**config.mk**
```make
export PLATFORM = sky130hd
export DESIGN_NAME = booth_seq_mult
export DESIGN_NICKNAME = d
export VERILOG_FILES = /design/src/rtl/booth_pkg.sv /design/src/rtl/booth_recoder.sv /design/src/rtl/booth_seq_mult.sv
export SDC_FILE = /design/constraint.sdc
export NUM_CORES = 1
export LEC_CHECK = 0
export ABC_CLOCK_PERIOD_IN_PS = 4250
export CORE_ASPECT_RATIO = 1.2
export CORE_UTILIZATION = 42
export DETAILED_ROUTE_END_ITERATION = 16
export PLACE_DENSITY = 0.66
export SETUP_SLACK_MARGIN = 0.05
export SLEW_MARGIN = 10
export SYNTH_ARGS = -nofsm -noshare
export SYNTH_HDL_FRONTEND = slang
export SYNTH_HIERARCHICAL = 1
export SYNTH_SLANG_ARGS = --single-unit
```
**constraint.sdc**
```tcl
create_clock -name clk -period 4.25 [get_ports clk]
set_input_delay 0.6375 -clock clk [delete_from_list [all_inputs] [get_ports clk]]
set_output_delay 0.6375 -clock clk [all_outputs]
set_load 0.05 [all_outputs]
```
**src/rtl/booth_pkg.sv**
```systemverilog
// rtl/booth_pkg.sv - shared FSM state and radix-4 digit encodings for booth_seq_mult
package booth_pkg;

    typedef enum logic [1:0] {
        IDLE,
        CALC,
        DONE
    } state_t;

    typedef enum logic [2:0] {
        ZERO,
        P1,
        P2,
        M1,
        M2
    } digit_t;

endpackage

```
**src/rtl/booth_recoder.sv**
```systemverilog
// rtl/booth_recoder.sv - maps a Booth triplet {b[2j+1], b[2j], b[2j-1]} to a radix-4 digit
module booth_recoder
    import booth_pkg::*;
(
    input  logic [2:0] triplet_i,
    output logic [2:0] digit_o
);

    digit_t digit;

    always_comb begin
        digit = ZERO;
        case (triplet_i)
            3'b001, 3'b010: digit = P1;
            3'b011:         digit = P2;
            3'b100:         digit = M2;
            3'b101, 3'b110: digit = M1;
            default:        digit = ZERO;
        endcase
    end

    assign digit_o = digit;

endmodule

```
**src/rtl/booth_seq_mult.sv**
```systemverilog
// rtl/booth_seq_mult.sv - sequential radix-4 Booth multiplier, one digit per cycle
// Optional BOOTH_EARLY_EXIT_EN: leave CALC as soon as all remaining digits are zero.
module booth_seq_mult
    import booth_pkg::*;
#(
    parameter int N = 8
) (
    input  logic             clk,
    input  logic             rst,
    input  logic             in_valid,
    output logic             in_ready,
    input  logic [N-1:0]     a,
    input  logic [N-1:0]     b,
    input  logic             signed_mode,
    output logic             out_valid,
    input  logic             out_ready,
    output logic [2*N-1:0]   product,
    output logic             busy
);

    localparam int AW = 2 * N + 2;
    localparam int BW = N + 3;
    localparam int CW = $clog2(N / 2 + 1) + 1;
    localparam logic [CW-1:0] LAST = CW'(N / 2);

    state_t          state_q, state_d;
    logic [AW-1:0]   a_q, a_d;
    logic [BW-1:0]   b_q, b_d;
    logic [AW-1:0]   acc_q, acc_d;
    logic [CW-1:0]   cnt_q, cnt_d;
    logic [2*N-1:0]  prod_q, prod_d;

    logic [2:0]      digit_w;
    digit_t          digit;
    logic [AW-1:0]   mag;
    logic [AW-1:0]   addend;
    logic [BW-1:0]   b_shift;
    logic            last_digit;
    logic            accept;

    // b_q holds {b_ext, b[-1]}; the low three bits are always the current triplet.
    booth_recoder u_recoder (
        .triplet_i (b_q[2:0]),
        .digit_o   (digit_w)
    );

    assign digit   = digit_t'(digit_w);
    assign b_shift = {{2{b_q[BW-1]}}, b_q[BW-1:2]};
    assign accept  = in_valid & in_ready;

    always_comb begin
        mag = '0;
        case (digit)
            P1:      mag = a_q;
            P2:      mag = a_q << 1;
            M1:      mag = -a_q;
            M2:      mag = -(a_q << 1);
            default: mag = '0;
        endcase
        addend = mag << {cnt_q, 1'b0};
    end

    // Remaining digits are all zero exactly when the shifted multiplier is all-0s or all-1s.
    always_comb begin
`ifdef BOOTH_EARLY_EXIT_EN
        last_digit = (cnt_q == LAST) || (b_shift == '0) || (b_shift == '1);
`else
        last_digit = (cnt_q == LAST);
`endif
    end

    always_comb begin
        state_d   = state_q;
        a_d       = a_q;
        b_d       = b_q;
        acc_d     = acc_q;
        cnt_d     = cnt_q;
        prod_d    = prod_q;
        in_ready  = (state_q == IDLE) || ((state_q == DONE) && out_ready);
        out_valid = (state_q == DONE);
        busy      = (state_q == CALC);

        case (state_q)
            IDLE: ;
            CALC: begin
                acc_d = acc_q + addend;
                b_d   = b_shift;
                cnt_d = cnt_q + CW'(1);
                if (last_digit) begin
                    state_d = DONE;
                    prod_d  = acc_d[2*N-1:0];
                end
            end
            DONE: begin
                if (out_ready) state_d = IDLE;
            end
            default: state_d = IDLE;
        endcase

        if (accept) begin
            a_d     = signed_mode ? {{(N+2){a[N-1]}}, a} : {{(N+2){1'b0}}, a};
            b_d     = {{2{signed_mode & b[N-1]}}, b, 1'b0};
            acc_d   = '0;
            cnt_d   = '0;
            state_d = CALC;
        end
    end

    always_ff @(posedge clk or posedge rst) begin
        if (rst) begin
            state_q <= IDLE;
            a_q     <= '0;
            b_q     <= '0;
            acc_q   <= '0;
            cnt_q   <= '0;
            prod_q  <= '0;
        end else begin
            state_q <= state_d;
            a_q     <= a_d;
            b_q     <= b_d;
            acc_q   <= acc_d;
            cnt_q   <= cnt_d;
            prod_q  <= prod_d;
        end
    end

    assign product = prod_q;

endmodule

```
* Word level (Yosys, flattened, before mapping)
Index checks and enable logic that the tools add are counted.
Widths: inputs -> output; s select.
** Storage, ports and cells
- Output and inout port bits :: 19
- Register bits :: 69
- Word-level logic and storage cells :: 51
** Cells by class
- Bitwise gates (word level) :: 2
- Reduce and logical (&&, ||, !) cells :: 8
- Add/sub/neg operators :: 4
- Eq/ne operators :: 16
- Mux-type cells :: 13
- Shift operators :: 1
** Operators by type and width (number)
- $pmux 18 s4 :: 1
- $mux 18 :: 3
- $neg 18->18 :: 2
- $add 18x18->18 :: 1
- $shl 18x5->18 :: 1
- $eq 3x2->1 const B :: 4
- $eq 3x3->1 const B :: 4
- $pmux 3 s4 :: 1
- $mux 11 :: 1
- $mux 10 :: 1
- $mux 4 :: 2
- $eq 3x1->1 const B :: 2
- $mux 2 :: 3
- $ne 3x1->1 const B :: 2
- $pmux 2 s3 :: 1
- $add 4x1->4 const B :: 1
- $eq 4x3->1 const B :: 1
- $reduce_or 2->1 :: 2
- $reduce_and 3->1 :: 1
- $and 1x1->1 :: 2
- $eq 2x1->1 const B :: 1
- $eq 2x2->1 const B :: 1
- $logic_not 2->1 :: 1
- $ne 2x2->1 const B :: 1
- other kinds (4) :: 4

* Longest topological paths before layout
- Word-level depth :: 9
- Depth in mapped cells :: 19

* Cells and area by module
The synthesis kept the hierarchy.
** By module, submodules not included
- booth_seq_mult :: cells an instance 455, instances 1, area an instance 4042.6 um2
- booth_recoder :: cells an instance 4, instances 1, area an instance 33.8 um2

* Worst setup path after synthesis
OpenSTA, ideal clock, no wires.
- Path kind :: reg2reg
- Start :: reg a_q[1]
- End :: reg acc_q[15]
- Path buffers :: 2
- Clock period less this slack :: 3.951 ns
- Data required time :: 4.167 ns
- Stages on the path, launching flop included :: 19
- Arrival time :: 3.868 ns
- Setup time :: 0.083 ns
- Slack :: 0.299 ns
- Cell sequence :: dfrtp_1 > clkbuf_1 > inv_1 > ha_1 > or3b_1 > buf_6 > o31a_1 > mux2_2 > o221ai_1 > o21ai_0 > mux2_2 > nor2_1 > ha_1 > and3_1 > a31oi_1 > a21oi_1 > a211oi_1 > xnor3_1 > o22ai_1
** On the way
- Longest elaborated chain between the ends :: 6
- Elaborated cells between the ends (all ways) :: 7
- Classes of those cells :: 3 x add/sub; 1 x shift; 3 x mux
** RTL lines
- start: declaration :: line booth_seq_mult.sv:27 : logic [AW-1:0] a_q, a_d;
- start signal: assignment :: line booth_seq_mult.sv:112 : a_q <= '0;
- start signal: assignment :: line booth_seq_mult.sv:119 : a_q <= a_d;
- $neg 18->18, on equally long branches :: line booth_seq_mult.sv:57, booth_seq_mult.sv:56
- $pmux 18 s4 * :: line booth_seq_mult.sv:53 : case (digit)
- $shl 18x5->18 * :: line booth_seq_mult.sv:60 : addend = mag << {cnt_q, 1'b0};
- $add 18x18->18 * :: line booth_seq_mult.sv:86 : acc_d = acc_q + addend;
- $mux 18 * :: line booth_seq_mult.sv:83 : case (state_q)
- $mux 18 * :: line booth_seq_mult.sv:100 : if (accept) begin
- end signal: assignment :: line booth_seq_mult.sv:114 : acc_q <= '0;
- end signal: assignment :: line booth_seq_mult.sv:121 : acc_q <= acc_d;
- end: declaration :: line booth_seq_mult.sv:29 : logic [AW-1:0] acc_q, acc_d;
Mark *: on every way between the ends. The rest lies on a longest branch, timed or not. The select of a mux whose other input is x is not followed.
A chain may end at the register's enable or synchronous reset.

* Final worst setup path
- Start :: reg b_q[1]
- End :: reg prod_q[15], in the netlist product[15]
** On the way
- Longest elaborated chain between the ends :: 7
- Elaborated cells between the ends (all ways) :: 16
- Classes of those cells :: 1 x add/sub; 10 x eq/ne; 1 x shift; 2 x mux; 2 x reduce/logical
** RTL lines
- start: declaration :: line booth_seq_mult.sv:28 : logic [BW-1:0] b_q, b_d;
- start signal: assignment :: line booth_seq_mult.sv:113 : b_q <= '0;
- start signal: assignment :: line booth_seq_mult.sv:120 : b_q <= b_d;
- $eq 3x3->1 (tied with other cells) :: line booth_recoder.sv:13 : case (triplet_i)
- $reduce_or 2->1 :: line booth_recoder.sv:13
- $pmux 3 s4 * :: line booth_recoder.sv:13
- named net digit[0] :: line booth_seq_mult.sv:34 : digit_t digit;
- $eq 3x3->1 (tied with other cells) :: line booth_seq_mult.sv:53
- $pmux 18 s4 * :: line booth_seq_mult.sv:53
- $shl 18x5->18 * :: line booth_seq_mult.sv:60
- $add 18x18->18 * :: line booth_seq_mult.sv:86
- end signal: assignment :: line booth_seq_mult.sv:123 : prod_q <= prod_d;
- end: declaration :: line booth_seq_mult.sv:31 : logic [2*N-1:0] prod_q, prod_d;
Mark *: on every way through the listed nets, which the timed path passes. The rest lies on a longest branch.

==> results.txt <==
Clock Tree Root: clkbuf_16
diode count: 0
startpoint types: flop
routability cong.: 0.924
Initial Utilization: 43.1%
layout cells sized above 1: 18.5%
HP Start: b_q[7]
Port Buf Inserts: 39
Syn-to-layout area delta: 22.4%
unrepaired setup endpoints after global routing: true
fin worst setup slack: 221 ps
min Tclk post-route: 4030 ps
# hold bufs at CTS: 0
post-synth top area share: 35.6%
Yosys top cell by area: dfrtp_1
Post-synth EDFFs: 0
clock skew: 8.01 ps
antenna violations before repair: 0
crit-path cells: xor2_1 -> a21o_1 -> buf_6 -> or4b_2 -> a31oi_4 -> buf_4 -> o31ai_2 -> mux2_2 -> nor2_1 -> ha_1 -> and3_1 -> a31oi_2 -> a21oi_2 -> a211oi_2 -> xnor3_1 -> o21ai_1
worst path required time: 4480 ps
Yosys cell types: 69
CP max stage cell: or4b_2
Synth area leaders: dfrtp_1, nand2_1, ha_1
R2R Path End: product[15]
CP peak stage delay: 670 ps
first-pass GRT wire length: 16600 um
Die ar.: 10100 sq um
Top FF cell, synth: dfrtp_1
DRC: 0
worst reg-to-reg path cell count: 16
Slew Limit Headroom: 33.2%
placed cell areas: 4540 sq um
status: finished clean
crit path capture type: flop
synth warn: 6
Final Max Tran Viols: 0
DIE HEIGHT: 110 um
total CTS buffers: 9
Mapped Area: 4080 sq um
Seq/Total Area, Yosys: 35.6%
1st-pass router iterations: 4
Row Count: 39
clk_lat worst skew: 330 ps
largest net degree at the start of global routing: 35
clock slew at reported path FFs: 50 ps
worst r2r src: b_q[1]
Die Span X: 91.9 um
post-route cell area: 4990 sq um
maximum capacitance violations: 0
Fin. Hold Viols: 0
GRT Overall Usage: 21.1%
grt ovf: 0
synth cell count leaders: nand2_1, dfrtp_1, o21ai_0
WP data arrival: 4260 ps
CTS HTree Levels: 3
Yosys reg bits: 58
Fill cells: 901
Detailed Place HPWL: 7140 um
Iteration-0 DRC Markers: 166
crit-path max FO: 18
Synth Instances: 459
syn_nets: 499
Hold Path Sink: b_q[7]
Avg Vias per Cell: 5.63
Core ar.: 9470 sq um
routed vias: 3498
I/O pins: 40
critical path class: flop to flop
fmax: 248 MHz
average size of a mapped cell: 8.88 sq um
asr flop ratio synth: 100%
Post-Route Utilization: 52.7%
clock net sink count: 58
routed wire length: 10000 um
Final ANT Viol Nets: 0
endpoints failing setup: 0
Nets: 535
HP Class: flop to flop
TritonCTS clock tree: done
Tcrit/Tclk final: 94.8%
vias in the first global route: 3436
hold path cells: 2
reg-to-reg slack, setup: 220 ps
actual slew at the worst max-slew pin: 1000 ps
most common cell in the synthesized netlist: nand2_1
Clock Path Buffers: 2
routed length per instance: 16.2 um
post-place setup slack: -76.7 ps
registers in the layout, summed over array words and instances, names as in the netlist:
name and cells:
a_q 9, state_q 2, b_q 11, acc_q 16, cnt_q 4, product 16
through the flow:
step | std cells | TNS, ps | hold WS [ps]
finish | 621 | 0 | 473
global route | 621 | -90.8 | 511
CTS | 618 | 0 | 478
detailed placement | 604 | -153 | 467
global placement | 604 | 0 | 460
floorplan | 459 | 0 | 447
worst max-delay path: cells and delay by family (launching register included):
family,cells,cell delay (ps)
AOI/OAI and AO/OA,7,1180
and+or+nand+nor,3,1000
xor gates and xnor gates,2,460
DFF,1,420
buffers and inverters,2,300
muxes,1,280
adders and majority gates,1,280
placed cells by master (no fill, tap or decap), types with 3 or more instances in the layout:
| cell type | instances |
|---|---|
| a211o_1 | 3 |
| a211oi_1 | 6 |
| a211oi_2 | 3 |
| a21o_1 | 5 |
| a21oi_1 | 14 |
| a21oi_2 | 3 |
| a22oi_1 | 10 |
| buf_4 | 18 |
| clkbuf_16 | 9 |
| clkdlybuf4s50_1 | 39 |
| dfrtp_1 | 58 |
| ha_1 | 17 |
| inv_1 | 11 |
| inv_2 | 3 |
| mux2_2 | 13 |
| mux2i_1 | 7 |
| nand2_1 | 70 |
| nand2b_1 | 4 |
| nand3_1 | 7 |
| nand3b_1 | 4 |
| nor2_1 | 23 |
| nor3_1 | 9 |
| o21a_1 | 5 |
| o21ai_0 | 29 |
| o21ai_1 | 5 |
| o21bai_1 | 3 |
| o22ai_1 | 17 |
| o22ai_2 | 3 |
| o31ai_1 | 5 |
| or2_2 | 7 |
| or3_1 | 7 |
| xnor2_1 | 8 |
| xor2_1 | 16 |
layout make-up:
class	count	area, sq um	share of cell area [%]
Clock buffer	11	253	5.07
Clock inverter	3	40.0	0.802
Inverter	14	52.6	1.05
Multi-Input combinational cell	354	2500	50.2
Sequential cell	58	1450	29.1
Tap cell	123	154	3.08
Timing Repair Buffer	58	537	10.8
kinds of logic (layout without fill, tap and decap cells):
logic type               count (synthesis)  count (layout)  synth area share [%]
AO/OA/AOI/OAI                          134             134                  21.5
XOR/XNOR                                25              25                  5.71
adder cells (fa/ha/maj)                 19              19                  6.02
buffers and inverters                   47              86                  6.17
flip-flops                              58              58                  35.6
multiplexers                            21              21                  5.86
AND/OR/NAND/NOR                        155             155                  19.1
worst max-delay path by stage:
stage	startpoint	end	cells past startpoint	slack, ps
finish	b_q[1]	product[15]	16	220
global route	b_q[1]	product[11]	17	-50
CTS	b_q[1]	acc_q[15]	15	100
detailed placement	a_q[0]	product[15]	16	-80
global placement	a_q[0]	product[15]	16	100
floorplan	a_q[1]	acc_q[15]	18	300
layer usage:
| metal | vias to the layer above | GRT usage, % | routed length, um | part of all wire, % |
|---|---|---|---|---|
| met1 | 1701 | 25.9 | 4610 | 46 |
| met2 | 50 | 36.2 | 4920 | 49 |
| li1 | 1730 | - | - | - |
| met3 | 17 | 3.94 | 271 | 2.7 |
| met5 | - | 0 | 0 | 0 |
| met4 | 0 | 9.15 | 226 | 2.3 |
what timing repair did:
item / CTS / global route
pin swaps: 0 / 6
buffers inserted: 0 / 3
endpoints found under the setup margin: 3 / 11
resized for setup: 2 / 28
Power is not shown: default switching activity piles up to over one toggle a cycle in this logic, so the estimate is an artifact.
